## config.mk

```make
export PLATFORM = sky130hd
export DESIGN_NAME = sn_window_counter
export DESIGN_NICKNAME = d
export VERILOG_FILES = /design/src/rtl/sn_window_counter_pkg.sv /design/src/rtl/sn_lane_counter.sv /design/src/rtl/sn_window_counter.sv
export SDC_FILE = /design/constraint.sdc
export NUM_CORES = 1
export LEC_CHECK = 0
export CORE_UTILIZATION = 45
export DETAILED_ROUTE_END_ITERATION = 10
export PLACE_DENSITY = 0.74
export SLEW_MARGIN = 20
export SYNTH_ARGS = -nofsm -noshare
export SYNTH_HDL_FRONTEND = slang
export SYNTH_SLANG_ARGS = --single-unit
export TNS_END_PERCENT = 100
```

## constraint.sdc

```tcl
create_clock -name i_clk_sn_acc -period 4.7 [get_ports i_clk_sn_acc]
set_clock_uncertainty 0.1 [all_clocks]
set_input_delay 0.94 -clock i_clk_sn_acc [delete_from_list [all_inputs] [get_ports i_clk_sn_acc]]
set_output_delay 0.94 -clock i_clk_sn_acc [all_outputs]
set_load 0.01 [all_outputs]
```

## src/rtl/sn_window_counter_pkg.sv

```systemverilog
// Shared definitions for the stochastic window counter: FSM state encoding,
// default sizes and the width helpers used to derive CNT_W and SUM_W.
package sn_window_counter_pkg;

    typedef enum logic {
        IDLE = 1'b0,
        ACC  = 1'b1
    } state_t;

    localparam int DEF_LANES   = 4;
    localparam int DEF_WIN_LEN = 16;

    // Width that holds every value 0..win_len inclusive.
    function automatic int cnt_width(input int win_len);
        return $clog2(win_len + 1);
    endfunction

    function automatic int sum_width(input int win_len, input int lanes);
        return cnt_width(win_len) + $clog2(lanes);
    endfunction

endpackage

```

## src/rtl/sn_lane_counter.sv

```systemverilog
// One stochastic lane: product gate (AND, or XNOR when
// SN_WINDOW_COUNTER_BIPOLAR_EN is defined) feeding a ones accumulator.
module sn_lane_counter
    import sn_window_counter_pkg::*;
#(
    parameter int CNT_W = 5
) (
    input  logic             i_clk,
    input  logic             i_rst_n,
    input  logic             i_sn_bit,
    input  logic             i_w_bit,
    input  logic             i_load,
    input  logic             i_inc,
    input  logic             i_clear,
    output logic             o_prod,
    output logic [CNT_W-1:0] o_cnt
);

    logic             w_prod;
    logic [CNT_W-1:0] r_cnt;

`ifdef SN_WINDOW_COUNTER_BIPOLAR_EN
    assign w_prod = ~(i_sn_bit ^ i_w_bit);
`else
    assign w_prod = i_sn_bit & i_w_bit;
`endif

    // Clear wins so a closing window always leaves the lane empty for the next one.
    always_ff @(posedge i_clk or negedge i_rst_n) begin
        if (!i_rst_n) begin
            r_cnt <= '0;
        end else if (i_clear) begin
            r_cnt <= '0;
        end else if (i_load) begin
            r_cnt <= CNT_W'(w_prod);
        end else if (i_inc) begin
            r_cnt <= r_cnt + CNT_W'(w_prod);
        end
    end

    assign o_prod = w_prod;
    assign o_cnt  = r_cnt;

endmodule

```

## src/rtl/sn_window_counter.sv

```systemverilog
// Counts stochastic products per lane over one generation window and presents
// lane counts, reduced sum and window length on a valid/ready output register.
// Bipolar (XNOR, signed sum) mode is enabled by SN_WINDOW_COUNTER_BIPOLAR_EN.
module sn_window_counter
    import sn_window_counter_pkg::*;
#(
    parameter  int LANES   = DEF_LANES,
    parameter  int WIN_LEN = DEF_WIN_LEN,
    localparam int CNT_W   = cnt_width(WIN_LEN),
    localparam int SUM_W   = sum_width(WIN_LEN, LANES),
`ifdef SN_WINDOW_COUNTER_BIPOLAR_EN
    localparam int OUT_W   = SUM_W + 1
`else
    localparam int OUT_W   = SUM_W
`endif
) (
    input  logic             i_clk_sn_acc,
    input  logic             i_rst_n_sn_acc,
    input  logic             i_isgen,
    input  logic             i_sn_bit [LANES],
    input  logic             i_w_bit  [LANES],
    output logic [CNT_W-1:0] o_lane_cnt [LANES],
`ifdef SN_WINDOW_COUNTER_BIPOLAR_EN
    output logic signed [OUT_W-1:0] o_sum,
`else
    output logic [OUT_W-1:0] o_sum,
`endif
    output logic [CNT_W-1:0] o_win_len,
    output logic             o_valid,
    input  logic             i_ready,
    output logic             o_overrun
);

    state_t           r_state;
    logic [CNT_W-1:0] r_len;
    logic [CNT_W-1:0] r_lane_cnt [LANES];
    logic [OUT_W-1:0] r_sum;
    logic [CNT_W-1:0] r_win_len;
    logic             r_valid;
    logic             r_overrun;

    logic [CNT_W-1:0] w_acc       [LANES];
    logic             w_prod      [LANES];
    logic [CNT_W-1:0] w_close_cnt [LANES];
    logic [SUM_W-1:0] w_part      [LANES+1];
    logic             w_cap;
    logic             w_close;
    logic             w_load;
    logic             w_inc;
    logic             w_free;
    logic [CNT_W-1:0] w_close_len;
    logic [OUT_W-1:0] w_sum_res;

    // The cap cycle closes with its own bit folded in, so the result is
    // taken from acc + p rather than the not-yet-updated accumulator.
    assign w_cap       = (r_state == ACC) && i_isgen && (r_len == CNT_W'(WIN_LEN - 1));
    assign w_close     = (r_state == ACC) && (!i_isgen || w_cap);
    assign w_load      = (r_state == IDLE) && i_isgen;
    assign w_inc       = (r_state == ACC) && i_isgen && !w_cap;
    assign w_close_len = w_cap ? (r_len + CNT_W'(1)) : r_len;
    assign w_free      = !r_valid || i_ready;

    assign w_part[0] = '0;

    for (genvar gi = 0; gi < LANES; gi++) begin : g_lane
        sn_lane_counter #(
            .CNT_W (CNT_W)
        ) u_lane (
            .i_clk    (i_clk_sn_acc),
            .i_rst_n  (i_rst_n_sn_acc),
            .i_sn_bit (i_sn_bit[gi]),
            .i_w_bit  (i_w_bit[gi]),
            .i_load   (w_load),
            .i_inc    (w_inc),
            .i_clear  (w_close),
            .o_prod   (w_prod[gi]),
            .o_cnt    (w_acc[gi])
        );

        assign w_close_cnt[gi] = w_acc[gi] + ((w_cap && w_prod[gi]) ? CNT_W'(1) : CNT_W'(0));
        assign w_part[gi+1]    = w_part[gi] + SUM_W'(w_close_cnt[gi]);
    end

`ifdef SN_WINDOW_COUNTER_BIPOLAR_EN
    // 2*sum - LANES*len always lands inside the signed OUT_W range, so
    // modular arithmetic at OUT_W bits yields the exact two's complement value.
    assign w_sum_res = (OUT_W'(w_part[LANES]) << 1) - (OUT_W'(LANES) * OUT_W'(w_close_len));
`else
    assign w_sum_res = w_part[LANES];
`endif

    always_ff @(posedge i_clk_sn_acc or negedge i_rst_n_sn_acc) begin
        if (!i_rst_n_sn_acc) begin
            r_state   <= IDLE;
            r_len     <= '0;
            r_sum     <= '0;
            r_win_len <= '0;
            r_valid   <= 1'b0;
            r_overrun <= 1'b0;
            for (int i = 0; i < LANES; i++) begin
                r_lane_cnt[i] <= '0;
            end
        end else begin
            case (r_state)
                IDLE: begin
                    if (i_isgen) begin
                        r_state <= ACC;
                        r_len   <= CNT_W'(1);
                    end
                end
                ACC: begin
                    if (w_close) begin
                        r_state <= IDLE;
                        r_len   <= '0;
                    end else begin
                        r_len <= r_len + CNT_W'(1);
                    end
                end
                default: begin
                    r_state <= IDLE;
                    r_len   <= '0;
                end
            endcase

            // A close that finds the register occupied and unaccepted is lost.
            if (w_close) begin
                if (w_free) begin
                    r_sum     <= w_sum_res;
                    r_win_len <= w_close_len;
                    r_valid   <= 1'b1;
                    for (int i = 0; i < LANES; i++) begin
                        r_lane_cnt[i] <= w_close_cnt[i];
                    end
                end else begin
                    r_overrun <= 1'b1;
                end
            end else if (r_valid && i_ready) begin
                r_valid <= 1'b0;
            end
        end
    end

    assign o_lane_cnt = r_lane_cnt;
    assign o_sum      = r_sum;
    assign o_win_len  = r_win_len;
    assign o_valid    = r_valid;
    assign o_overrun  = r_overrun;

endmodule

```

== Word level (Yosys, flattened, before mapping) ==
Index checks and enable logic that the tools add are counted.
Word-level totals
  bits of input ports: 12
  output and inout port bits: 34
  word-level logic and storage cells: 81
  bits in registers: 60
Cells by class
  muxes and demuxes: 26
  reduce and logical (&&, ||, !) cells: 20
  eq/ne operators: 3
  bitwise gates (word level): 6
  add/subtract/negate cells: 12
Operator list (count)
  5-bit two-way mux: 15
  5-bit by 1-bit adder with 5-bit output: 8
  1-bit logical AND: 10
  5-bit one-hot mux with 2 select lines: 1
  1-bit two-way mux: 9
  6-bit by 5-bit adder with 7-bit output: 1
  7-bit by 5-bit adder with 7-bit output: 1
  5-bit by 5-bit adder with 6-bit output: 1
  2-bit AND reduction: 3
  5-bit by 1-bit adder with 5-bit output (second input constant): 1
  5-bit by 4-bit equality test with 1-bit output (second input constant): 1
  1-bit bitwise AND: 4
  2-bit != test (second input constant): 2
  1-bit logical NOT: 3
  3-bit nonzero test: 1
  1-bit logical OR: 2
  1-bit NOT: 2
  1-bit one-hot mux with 2 select lines: 1
  2-bit nonzero test: 1

== Depth between registers and ports, before layout ==
  depth after elaboration: 8
  mapped depth: 18
  gate-level depth less buffers: 17

== Hierarchy ==
Synthesis repeated with hierarchy kept, for this count alone.
Second synthesis, totals
  cells, all modules: 316
  area, all modules: 3489.6 um^2
By module, submodules not included
  sn_window_counter: instances 1, sequential area each 1001.0 um^2, area an instance 2308.5 um^2, cells each 208
  sn_lane_counter: instances 4, sequential area each 125.1 um^2, area an instance 295.3 um^2, cells each 27

== Worst setup path after synthesis ==
Ideal clock, no wire load.
  path type: in2reg
  start point: input i_isgen
  end point: register r_sum[5], in the netlist o_sum[5]
  setup slack: 0.468 ns
  cell stages on the path: 16
  data arrival time: 3.996 ns
  library setup time: 0.136 ns
  data required time: 4.464 ns
  path buffers: 2
  path through: buf_4 -> nand3_4 -> buf_6 -> nor2_1 -> ha_1 -> ha_1 -> xor2_1 -> fa_1 -> inv_1 -> fa_1 -> inv_1 -> fa_1 -> a21o_1 -> a21oi_1 -> xor2_1 -> o21ai_0
RTL lines
  from (decl): line sn_window_counter.sv:19  | input logic i_isgen,
  to (signal assigned): line sn_window_counter.sv:128  | r_sum <= w_sum_res;
  to (decl): line sn_window_counter.sv:37  | logic [OUT_W-1:0] r_sum;

==> impl_metrics.ini <==
[worst_setup_path]
r2r_setup_slack_ps = 380
cp_max_fo = 8
r2r_cells = 17
path_class = flop to flop
crit_top_cell = ha_1
r2r-start = r_len[0]
path_cells = ha_1 -> and3_1 -> ha_1 -> nand3_4 -> nor2_1 -> ha_1 -> ha_1 -> xor2_1 -> fa_1 -> inv_1 -> fa_1 -> inv_1 -> fa_1 -> a21o_1 -> a21oi_1 -> xor2_1 -> o21ai_0
reg2reg_to = o_sum[5]
crit_start = r_len[0]
cp_slowest_stage_delay_ps = 510
cp.arrival_ps = 4430
critPathCaptureType = flop
required_ps = 4800
cp-start-kind = flop
critPathSlowestCell = fa_1

[detailed_routing]
drt_iter0_drc = 135
drt-met1-wl_mm = 3.364
wl_met2_mm = 3.274
vias = 2535
route.detailed.drc = 0
ant_nets = 0
highest-signal-layer = met4
routedWlPerCell_um = 14.80
wl_met3_um = 237
firstDrtPassIters = 4
avgViaCountPerCell = 5.371
wl_mm = 6.984

[yosys]
synth_compound_area_share_pct = 13.07
synthMuxAreaShare_pct = 4.696
synth_cells = 325
synth_nets = 367
synth_xor_area_share_pct = 5.785
yosysSeqAreaShare_pct = 45.08
ys_warn_count = 0
ys_ff_latch = 60
ys_types = 39
synth_fa_ha_area_share_pct = 13.52
synth-main-ff-cell = dfrtp_1
synth_top_family_by_area = adder cells
synth_edf_count = 0
synthArstFlopShare_pct = 100.0
syn_area_sq_mm = 0.003331
yosysTopAreaCell = dfrtp_1
avgSynthCellArea_sq_um = 10.25
yosys.area.top_type_share_pct = 45.08
synthTopCellsByArea = dfrtp_1, ha_1, o21ai_0
yosys.area_share.simple_pct = 13.41

[grt]
track_usage_pct = 20.68
antenna_found_initial = 0
grt_pass1_vias = 2467
grt_max_degree = 61
grt_pass1_wl_mm = 11.99
overflow = 0

[clock_network]
cts_tree = done
ctsResizeCount = 0
ctsHoldBuffers = 0
cts.sinks = 60
clkTransAtPathRegs_ps = 60
cts_max_level = 3
clock_path_buffers = 2
clk_latency_ps = 340
clock-root-buffer = clkbuf_8
cts_made_buffers = 9
post-cts-setup-buffers = 0

[timing]
finalSetupTns_ps = 0
period_share_pct = 91.98
grt_setup_unrepaired = false
timing.final.max_slew_violations = 0
maxSlewHeadroom_pct = 49.04
hold_viol = 0
worst_pin_slew_ps = 764.4
fmax_mhz = 231.3
final-setup-viol-count = 0
finalCriticalPeriod_ps = 4323

[placed_design]
place_congestion = 0.8051
dp.cells = 457
portBuffers = 45
dpl_cell_area_sq_mm = 0.003881
dp_hpwl_mm = 5.186

[worst_hold_path]
min_to = o_win_len[1]
min_path_cells = 2
hp-class = flop to flop
min-delay-start = o_win_len[1]

[floorplan]
initial_core_util_pct = 47.71
die_w_um = 88.03
core_region_area_sq_mm = 0.006982
die_h_um = 88.03
rows = 30
pin_count = 46
dieArea_sq_mm = 0.007749

[layout]
layout.cells.non_filler = 472
final_util_pct = 58.01
fin_area_sq_mm = 0.004050
nets = 414
area_delta_synth_final_pct = 21.60
n_fill_cell = 590
diodes = 0
layout-drive-gt1-share_pct = 9.840

[status]
status = complete, no violations

[power]
powerDensity_mw_per_mm2 = 279.6
p_leak_uw = 0.001886
ir_drop_v = 0.0001430

[job]
maxCapViolCount = 0
==> power breakdown <==
group / switching (uW) / internal (uW)
combinational: 79.2 / 79.0
clock: 192 / 216
sequential: 22.6 / 544
total: 293 / 839
==> logic make-up (layout without fill, tap and decap cells) <==
kind of cell,Yosys count,in the layout
AOI/OAI and AO/OA,75,75
muxes,14,14
and+or+nand+nor,90,90
buffers and inverters,34,85
DFF,60,60
xor gates and xnor gates,22,22
adders and majority gates,30,30
==> critical path, delay by kind of cell, from the launching register on <==
family / cells / cell delay [ps]
adder cells (fa/ha/maj): 7 / 2410
AND/OR/NAND/NOR: 3 / 380
buffers and inverters: 2 / 120
flip-flops: 1 / 430
AO/OA/AOI/OAI: 3 / 440
XOR/XNOR: 2 / 310
==> worst max-delay path by stage <==
stage                to  slack (ps)
4_1_cts        o_sum[5]         370
2_1_floorplan  o_sum[5]         470
3_3_place_gp   o_sum[5]         120
3_5_place_dp   o_sum[5]          20
5_1_grt        o_sum[5]         130
6_report       o_sum[5]         380
==> stage by stage <==
stage | total power (uW) | hold slack (ps) | setup slack [ps]
4_1_cts | 1142 | 383.0 | 366.1
3_3_place_gp | 731.9 | 360.5 | 119.1
2_1_floorplan | 651.1 | 370.1 | 467.9
5_1_grt | 1189 | 404.0 | 133.2
6_report | 1133 | 379.3 | 376.7
3_5_place_dp | 736.5 | 368.8 | 24.86
==> layout by cell type (no fill, tap or decap), types with 2 or more instances in the layout <==
master,n
dfrtp_1,60
clkdlybuf4s50_1,44
o21ai_0,42
nand2_1,39
ha_1,20
inv_1,18
nor2_1,17
xnor2_1,15
clkbuf_8,11
nand3_1,10
mux2_2,10
a22o_1,10
fa_1,10
xor2_1,7
nand4_1,7
o21ai_1,6
a31oi_1,6
buf_4,6
a21oi_1,5
mux2_1,3
nor4_2,2
and3_1,2
nor3_1,2
nand2b_1,2
a21o_1,2
or3_1,2
clkinv_2,2
clkbuf_1,2
==> metal layers <==
layer  track usage [%]  vias to the layer above
li1                  -                     1217
met1             28.76                     1252
met2             31.99                       56
met3             4.901                       10
met4             6.745                        0
met5                 0                        -
==> cell usage after synthesis, types with 2 or more instances <==
cell,n
a21oi_1,5
a21o_1,2
nor3_1,2
nand3_1,10
inv_1,18
and3_1,2
a22o_1,10
xor2_1,7
nor4_2,2
nand2b_1,2
mux2_2,10
mux2_1,3
nor2_1,17
dfrtp_1,60
nand2_1,39
nand4_1,7
or3_1,2
clkbuf_1,7
xnor2_1,15
ha_1,20
a31oi_1,6
buf_2,7
o21ai_1,6
fa_1,10
o21ai_0,42
==> flip-flops by register name, indices dropped and copies added, names as in the netlist <==
name,cells
r_state,1
o_lane_cnt,20
r_len,5
o_valid,1
o_overrun,1
g_lane.u_lane.o_cnt,20
o_win_len,5
o_sum,7
==> cell type report <==
| class | count | area [sq um] | area share [%] |
|---|---|---|---|
| multi-input cells | 231 | 1682 | 41.52 |
| clock buffers | 13 | 158.9 | 3.923 |
| clock inverters | 2 | 10.01 | 0.2471 |
| repair buffers | 52 | 510.5 | 12.60 |
| flip-flops and latches | 60 | 1501 | 37.07 |
| inverters | 18 | 67.56 | 1.668 |
| well taps | 96 | 120.1 | 2.966 |
Note: power is estimated with default switching activity, not from simulation.
